**src/rtl/hazard_ctrl_if.sv**
```systemverilog
// Pipeline-to-hazard-unit signal bundle: stage register numbers and control
// bits in, stall/flush/forward selects and MDU status out.
interface hazard_ctrl_if #(
   parameter int unsigned CNT_W = 32
);
   logic [4:0]       RsD, RtD, RsE, RtE;
   logic [4:0]       WriteRegE, WriteRegM, WriteRegW;
   logic             BranchD, PCSrcD, MdStartD, MfHiLoD;
   logic             RegWriteE, MemtoRegE, RegWriteM, MemtoRegM, RegWriteW;
   logic             StallF, StallD, FlushD, FlushE;
   logic             ForwardAD, ForwardBD;
   logic [1:0]       ForwardAE, ForwardBE;
   logic             MduGoE, MduBusy;
   logic [CNT_W-1:0] StallCount;

   modport master (
      output RsD, RtD, RsE, RtE, WriteRegE, WriteRegM, WriteRegW,
             BranchD, PCSrcD, MdStartD, MfHiLoD,
             RegWriteE, MemtoRegE, RegWriteM, MemtoRegM, RegWriteW,
      input  StallF, StallD, FlushD, FlushE, ForwardAD, ForwardBD,
             ForwardAE, ForwardBE, MduGoE, MduBusy, StallCount
   );

   modport slave (
      input  RsD, RtD, RsE, RtE, WriteRegE, WriteRegM, WriteRegW,
             BranchD, PCSrcD, MdStartD, MfHiLoD,
             RegWriteE, MemtoRegE, RegWriteM, MemtoRegM, RegWriteW,
      output StallF, StallD, FlushD, FlushE, ForwardAD, ForwardBD,
             ForwardAE, ForwardBE, MduGoE, MduBusy, StallCount
   );
endinterface

```
**src/rtl/hazard_ctrl.sv**
```systemverilog
// Hazard/forwarding controller for the 5-stage MIPS pipeline, with MDU
// occupancy sequencing and a saturating stall-cycle counter.
module hazard_ctrl #(
   parameter int unsigned MDU_LAT = 32,
   parameter int unsigned CNT_W   = 32
) (
   input logic          clk,
   input logic          Reset,
   hazard_ctrl_if.slave hz
);
   localparam logic [5:0] LAT = 6'(MDU_LAT);

   logic [5:0]       cnt_q, cnt_d;
   logic             go_q, go_d;
   logic [CNT_W-1:0] scount_q, scount_d;

   logic lwstall, branchstall, mdstall, stall, busy, accept;

   // A nonzero register number that a writing stage is producing.
   function automatic logic hit(input logic [4:0] src, input logic we,
                                input logic [4:0] dst);
      return (src != 5'd0) && we && (src == dst);
   endfunction

   always_comb begin
      busy = (cnt_q != 6'd0);

      lwstall = hz.MemtoRegE && (hz.RtE != 5'd0) &&
                ((hz.RtE == hz.RsD) || (hz.RtE == hz.RtD));

      branchstall = hz.BranchD &&
         (hit(hz.WriteRegE, hz.RegWriteE, hz.RsD) ||
          hit(hz.WriteRegE, hz.RegWriteE, hz.RtD) ||
          hit(hz.WriteRegM, hz.MemtoRegM, hz.RsD) ||
          hit(hz.WriteRegM, hz.MemtoRegM, hz.RtD));

      mdstall = (hz.MdStartD || hz.MfHiLoD) && busy;
      stall   = lwstall || branchstall || mdstall;
      accept  = hz.MdStartD && !stall;
   end

   always_comb begin
      hz.StallF    = stall;
      hz.StallD    = stall;
      hz.FlushE    = stall;
      hz.FlushD    = hz.PCSrcD && !stall;
      hz.ForwardAD = hit(hz.RsD, hz.RegWriteM, hz.WriteRegM);
      hz.ForwardBD = hit(hz.RtD, hz.RegWriteM, hz.WriteRegM);

      hz.ForwardAE = 2'b00;
      if (hit(hz.RsE, hz.RegWriteM, hz.WriteRegM))      hz.ForwardAE = 2'b10;
      else if (hit(hz.RsE, hz.RegWriteW, hz.WriteRegW)) hz.ForwardAE = 2'b01;

      hz.ForwardBE = 2'b00;
      if (hit(hz.RtE, hz.RegWriteM, hz.WriteRegM))      hz.ForwardBE = 2'b10;
      else if (hit(hz.RtE, hz.RegWriteW, hz.WriteRegW)) hz.ForwardBE = 2'b01;

      hz.MduGoE     = go_q;
      hz.MduBusy    = busy;
      hz.StallCount = scount_q;
   end

   // A start can only be accepted at cnt==0, so load and decrement never collide.
   always_comb begin
      cnt_d = cnt_q;
      if (accept)    cnt_d = LAT;
      else if (busy) cnt_d = cnt_q - 6'd1;

      go_d = accept;

      scount_d = scount_q;
      if (stall && (scount_q != '1)) scount_d = scount_q + 1'b1;
   end

   always_ff @(posedge clk or negedge Reset) begin
      if (!Reset) begin
         cnt_q    <= '0;
         go_q     <= 1'b0;
         scount_q <= '0;
      end else begin
         cnt_q    <= cnt_d;
         go_q     <= go_d;
         scount_q <= scount_d;
      end
   end
endmodule

```
**src/flat_wrapper.sv**
```systemverilog
// flat-port wrapper written by rule: the top's interface ports become plain ports
module hazard_ctrl_flat 
#(
   parameter int unsigned MDU_LAT = 32,
   parameter int unsigned CNT_W   = 32
)
  (clk, Reset, hz_RsD, hz_RtD, hz_RsE, hz_RtE, hz_WriteRegE, hz_WriteRegM, hz_WriteRegW, hz_BranchD, hz_PCSrcD, hz_MdStartD, hz_MfHiLoD, hz_RegWriteE, hz_MemtoRegE, hz_RegWriteM, hz_MemtoRegM, hz_RegWriteW, hz_StallF, hz_StallD, hz_FlushD, hz_FlushE, hz_ForwardAD, hz_ForwardBD, hz_ForwardAE, hz_ForwardBE, hz_MduGoE, hz_MduBusy, hz_StallCount);
  hazard_ctrl_if #(.CNT_W(CNT_W)) hz_i ();
  input logic clk;
  input logic Reset;
  input wire logic [$bits(hz_i.RsD)-1:0] hz_RsD;
  input wire logic [$bits(hz_i.RtD)-1:0] hz_RtD;
  input wire logic [$bits(hz_i.RsE)-1:0] hz_RsE;
  input wire logic [$bits(hz_i.RtE)-1:0] hz_RtE;
  input wire logic [$bits(hz_i.WriteRegE)-1:0] hz_WriteRegE;
  input wire logic [$bits(hz_i.WriteRegM)-1:0] hz_WriteRegM;
  input wire logic [$bits(hz_i.WriteRegW)-1:0] hz_WriteRegW;
  input wire logic [$bits(hz_i.BranchD)-1:0] hz_BranchD;
  input wire logic [$bits(hz_i.PCSrcD)-1:0] hz_PCSrcD;
  input wire logic [$bits(hz_i.MdStartD)-1:0] hz_MdStartD;
  input wire logic [$bits(hz_i.MfHiLoD)-1:0] hz_MfHiLoD;
  input wire logic [$bits(hz_i.RegWriteE)-1:0] hz_RegWriteE;
  input wire logic [$bits(hz_i.MemtoRegE)-1:0] hz_MemtoRegE;
  input wire logic [$bits(hz_i.RegWriteM)-1:0] hz_RegWriteM;
  input wire logic [$bits(hz_i.MemtoRegM)-1:0] hz_MemtoRegM;
  input wire logic [$bits(hz_i.RegWriteW)-1:0] hz_RegWriteW;
  output wire logic [$bits(hz_i.StallF)-1:0] hz_StallF;
  output wire logic [$bits(hz_i.StallD)-1:0] hz_StallD;
  output wire logic [$bits(hz_i.FlushD)-1:0] hz_FlushD;
  output wire logic [$bits(hz_i.FlushE)-1:0] hz_FlushE;
  output wire logic [$bits(hz_i.ForwardAD)-1:0] hz_ForwardAD;
  output wire logic [$bits(hz_i.ForwardBD)-1:0] hz_ForwardBD;
  output wire logic [$bits(hz_i.ForwardAE)-1:0] hz_ForwardAE;
  output wire logic [$bits(hz_i.ForwardBE)-1:0] hz_ForwardBE;
  output wire logic [$bits(hz_i.MduGoE)-1:0] hz_MduGoE;
  output wire logic [$bits(hz_i.MduBusy)-1:0] hz_MduBusy;
  output wire logic [$bits(hz_i.StallCount)-1:0] hz_StallCount;
  assign hz_i.RsD = hz_RsD;
  assign hz_i.RtD = hz_RtD;
  assign hz_i.RsE = hz_RsE;
  assign hz_i.RtE = hz_RtE;
  assign hz_i.WriteRegE = hz_WriteRegE;
  assign hz_i.WriteRegM = hz_WriteRegM;
  assign hz_i.WriteRegW = hz_WriteRegW;
  assign hz_i.BranchD = hz_BranchD;
  assign hz_i.PCSrcD = hz_PCSrcD;
  assign hz_i.MdStartD = hz_MdStartD;
  assign hz_i.MfHiLoD = hz_MfHiLoD;
  assign hz_i.RegWriteE = hz_RegWriteE;
  assign hz_i.MemtoRegE = hz_MemtoRegE;
  assign hz_i.RegWriteM = hz_RegWriteM;
  assign hz_i.MemtoRegM = hz_MemtoRegM;
  assign hz_i.RegWriteW = hz_RegWriteW;
  assign hz_StallF = hz_i.StallF;
  assign hz_StallD = hz_i.StallD;
  assign hz_FlushD = hz_i.FlushD;
  assign hz_FlushE = hz_i.FlushE;
  assign hz_ForwardAD = hz_i.ForwardAD;
  assign hz_ForwardBD = hz_i.ForwardBD;
  assign hz_ForwardAE = hz_i.ForwardAE;
  assign hz_ForwardBE = hz_i.ForwardBE;
  assign hz_MduGoE = hz_i.MduGoE;
  assign hz_MduBusy = hz_i.MduBusy;
  assign hz_StallCount = hz_i.StallCount;
  hazard_ctrl #(.MDU_LAT(MDU_LAT), .CNT_W(CNT_W)) u_core (.clk(clk), .Reset(Reset), .hz(hz_i));
endmodule
```
**config.mk**
```make
export PLATFORM = sky130hd
export DESIGN_NAME = hazard_ctrl_flat
export DESIGN_NICKNAME = d
export VERILOG_FILES = /design/src/rtl/hazard_ctrl_if.sv /design/src/rtl/hazard_ctrl.sv /design/src/flat_wrapper.sv
export SDC_FILE = /design/constraint.sdc
export NUM_CORES = 1
export LEC_CHECK = 0
export ABC_AREA = 1
export CAP_MARGIN = 20
export CORE_MARGIN = 3
export CORE_UTILIZATION = 40
export DETAILED_ROUTE_END_ITERATION = 10
export HOLD_SLACK_MARGIN = 0.02
export PLACE_DENSITY = 0.78
export SYNTH_ARGS = -nofsm -noshare
export SYNTH_HDL_FRONTEND = slang
export SYNTH_SLANG_ARGS = --single-unit
```
**constraint.sdc**
```tcl
create_clock -name clk -period 6.7 [get_ports clk]
set_clock_uncertainty 0.15 [all_clocks]
set_input_delay 1.34 -clock clk [delete_from_list [all_inputs] [get_ports clk]]
set_output_delay 1.34 -clock clk [all_outputs]
set_load 0.05 [all_outputs]
```
==> impl_metrics.ini <==
[worst_setup_path]
path_max_fanout = 5
r2r_setup_slack_ps = 3900
path_class = in -> out
r2r-end = u_core.hz.StallCount[25]
r2r_cells = 11
timing.rr.start = u_core.hz.StallCount[0]
crit_path_end = hz_FlushE
cp-start-kind = input pin
required_ps = 5210
endpoint_kind = output pin
startpoint = hz_WriteRegM[1]
cp_data_arrival_time_ps = 3680

[worst_hold_path]
min_path_type = reg -> reg

[placed_design]
gp_congestion = 1.01
hpwl_um = 7580
pre_cts_ws_ps = 1530
place_area_um2 = 4260
port_buffers = 89

[timing]
min_period_ps = 5170
setup_viol = 0
finalHoldViolCount = 0
fmax_mhz = 193
min_period_over_period_pct = 77.2
worst_pin_slew_ps = 866
slew_viol_final = 0
rsz0062_at_grt = no
finalSetupTns_ps = 0
timing.final.ws_setup_ps = 1530
relSlewSlack_pct = 42.3

[finish]
final_area_um2 = 4360
seqCellArea_um2 = 976
syn_to_final_growth_pct = 31.2
antennaDiodeCount = 0
nets = 652
layout-drive-gt1-share_pct = 3.31
multi_input_area_um2 = 2050
n_fill_cell = 771

[clock_network]
cts_root_buf = clkbuf_8
htree_num_levels = 2
cts_tree = done
clockBufferDepth = 2
path_clk_slew_ps = 70
cts.repair.resized = 0
clock_latency_ps = 290
post-cts-setup-buffer-count = 0
cts.sinks = 39
cts_hold_buf = 0
numCtsBuffers = 5

[floorplanning]
dieHeight_um = 97.1
fp.dieW_um = 97.1
io_pins = 90
die-area_um2 = 9430
floorplan.initialDensity_pct = 42.1
num_rows = 32
fp.coreArea_um2 = 7890

[synthesis]
synth_top_cell_area_share_pct = 29.4
ys_ff_latch = 39
synthesis.nets = 568
netlist_area_um2 = 3320
async_flop_share_pct = 100
synth_cell_types = 32
ys_seq_area_share_pct = 29.4
syn_area_per_cell_um2 = 6.39
synth_top_cells_by_area = dfrtp_1 (29%), nand2_1 (23%), nand3_1 (7.7%), xor2_1 (7.1%), inv_1 (6.1%)
yosys_warnings = 0
syn_inst = 520
synth-edff-count = 0
synth-main-ff-cell = dfrtp_1
yosysTopAreaCell = dfrtp_1

[detailed_routing]
vias_per_cell = 5.18
first_iter_violations = 201
vias = 3661
antenna_left = 0
drc = 0
dr.pass1.iters = 6
wirelength_um = 9540
post_drt_wl_per_cell_um = 13.5

[global_routing]
groute.usage.overall_pct = 20.2
antenna_found_initial = 0
grt_pass1_wl_um = 16100
grt-ovfl-total = 0
grt_pass1_vias = 3517
grt_max_degree = 40

[power]
combinationalPowerShare_pct = 37.4
pwr-share-seq_pct = 39.7
p_leak_uw = 0.00215
peakVddDrop_mv = 0.0832
sw_frac_of_total_pct = 38.5
p_int_uw = 472
p_clk_share_pct = 22.9
p_sw_uw = 295
power_density_nw_per_um2 = 176

[run]
maxCapViolations = 0

[status]
status = completed
placed cells by master, fill, tap and decap left out, types with 2 or more instances in the layout:
| cell | count |
|---|---|
| nor3b_1 | 2 |
| nand4_1 | 7 |
| dfrtp_1 | 39 |
| nand3_2 | 2 |
| nand2_1 | 202 |
| nor4_1 | 5 |
| nor3_1 | 16 |
| clkdlybuf4s50_1 | 88 |
| nor2_1 | 46 |
| nand3_1 | 51 |
| a21oi_1 | 5 |
| nand2_2 | 2 |
| clkbuf_8 | 7 |
| xor2_1 | 27 |
| ha_1 | 2 |
| a311oi_1 | 2 |
| inv_1 | 54 |
| xnor2_1 | 22 |
| o22ai_1 | 4 |
| o21ai_0 | 9 |
flip-flops by register name, summed over array words and instances (netlist names):
| register | count |
|---|---|
| u_core.hz.MduGoE | 1 |
| u_core.cnt_q | 6 |
| u_core.hz.StallCount | 32 |
Yosys cell counts (2+ instances only):
cell and number:
o21ai_0 9, nor3b_1 2, clkbuf_1 2, inv_1 54
dfrtp_1 39, nand3_2 2, nand3_1 51, nand2_2 2
a21oi_1 5, nor3_1 16, o22ai_1 4, xnor2_1 22
nor2_1 46, nand4_1 7, buf_6 3, xor2_1 27
nor4_1 5, buf_2 6, buf_4 2, nand2_1 202
a311oi_1 2, ha_1 2
per-layer routing:
layer	track usage [%]	wire length, µm	vias up
met4	6.05	181	0
met5	0	0	-
met1	26.1	4180	1673
met2	34.5	4410	160
li1	-	-	1811
met3	3.45	778	17
how the worst min path moves through the flow:
| stage | to | cells past startpoint | slack, ps | startpoint |
|---|---|---|---|---|
| 6_report | u_core.cnt_q[2] | 1 | 350 | u_core.cnt_q[2] |
| 5_1_grt | u_core.cnt_q[2] | 1 | 400 | u_core.cnt_q[2] |
| 4_1_cts | u_core.cnt_q[2] | 1 | 350 | u_core.cnt_q[2] |
| 3_5_place_dp | u_core.cnt_q[2] | 1 | 340 | u_core.cnt_q[2] |
| 3_3_place_gp | u_core.cnt_q[2] | 1 | 340 | u_core.cnt_q[2] |
| 2_1_floorplan | u_core.cnt_q[2] | 1 | 320 | u_core.cnt_q[2] |
critical path, cell delays in order:
cell and delay (ps):
clkdlybuf4s50_1 590, inv_1 170, nand2_1 90, nand2_1 50
nor2_1 120, nand3_1 100, nand2_1 80, nand2_1 50
nand2_1 60, nand2_1 90, nand2_2 120, clkdlybuf4s50_1 820
power groups by stage:
stage | clock [µW] | sequential (µW) | combinational [µW]
finish | 175 | 305 | 287
detailed placement | 0 | 308 | 288
global route | 192 | 311 | 316
CTS | 181 | 304 | 288
floorplan | 0 | 356 | 134
global placement | 0 | 308 | 282
metrics by stage:
| step | hold WS, ps | util [%] | cells | total power (µW) |
|---|---|---|---|---|
| 6_report | 345 | 55.2 | 707 | 767 |
| 5_1_grt | 399 | 55.2 | 707 | 819 |
| 4_1_cts | 350 | 55.2 | 707 | 774 |
| 3_5_place_dp | 338 | 53.9 | 699 | 595 |
| 3_3_place_gp | 337 | 53.9 | 699 | 590 |
| 2_1_floorplan | 315 | - | 520 | 490 |
final cells by class:
type                    count  area share, %
inverters                  55           4.74
repair buffers             90           20.5
multi-input cells         413           47.1
well taps                 102           2.93
flip-flops and latches     39           22.4
clock buffers               8           2.30
logic make-up (layout without fill, tap and decap cells):
logic type	after synthesis	count (layout)	share of synthesized area [%]
and+or+nand+nor	339	339	44.0
buffers and inverters	68	153	8.82
xor gates and xnor gates	49	49	12.9
DFF	39	39	29.4
AOI/OAI and AO/OA	23	23	4.11
adders and majority gates	2	2	0.753
No activity file was read; power rests on OpenSTA's default activity.
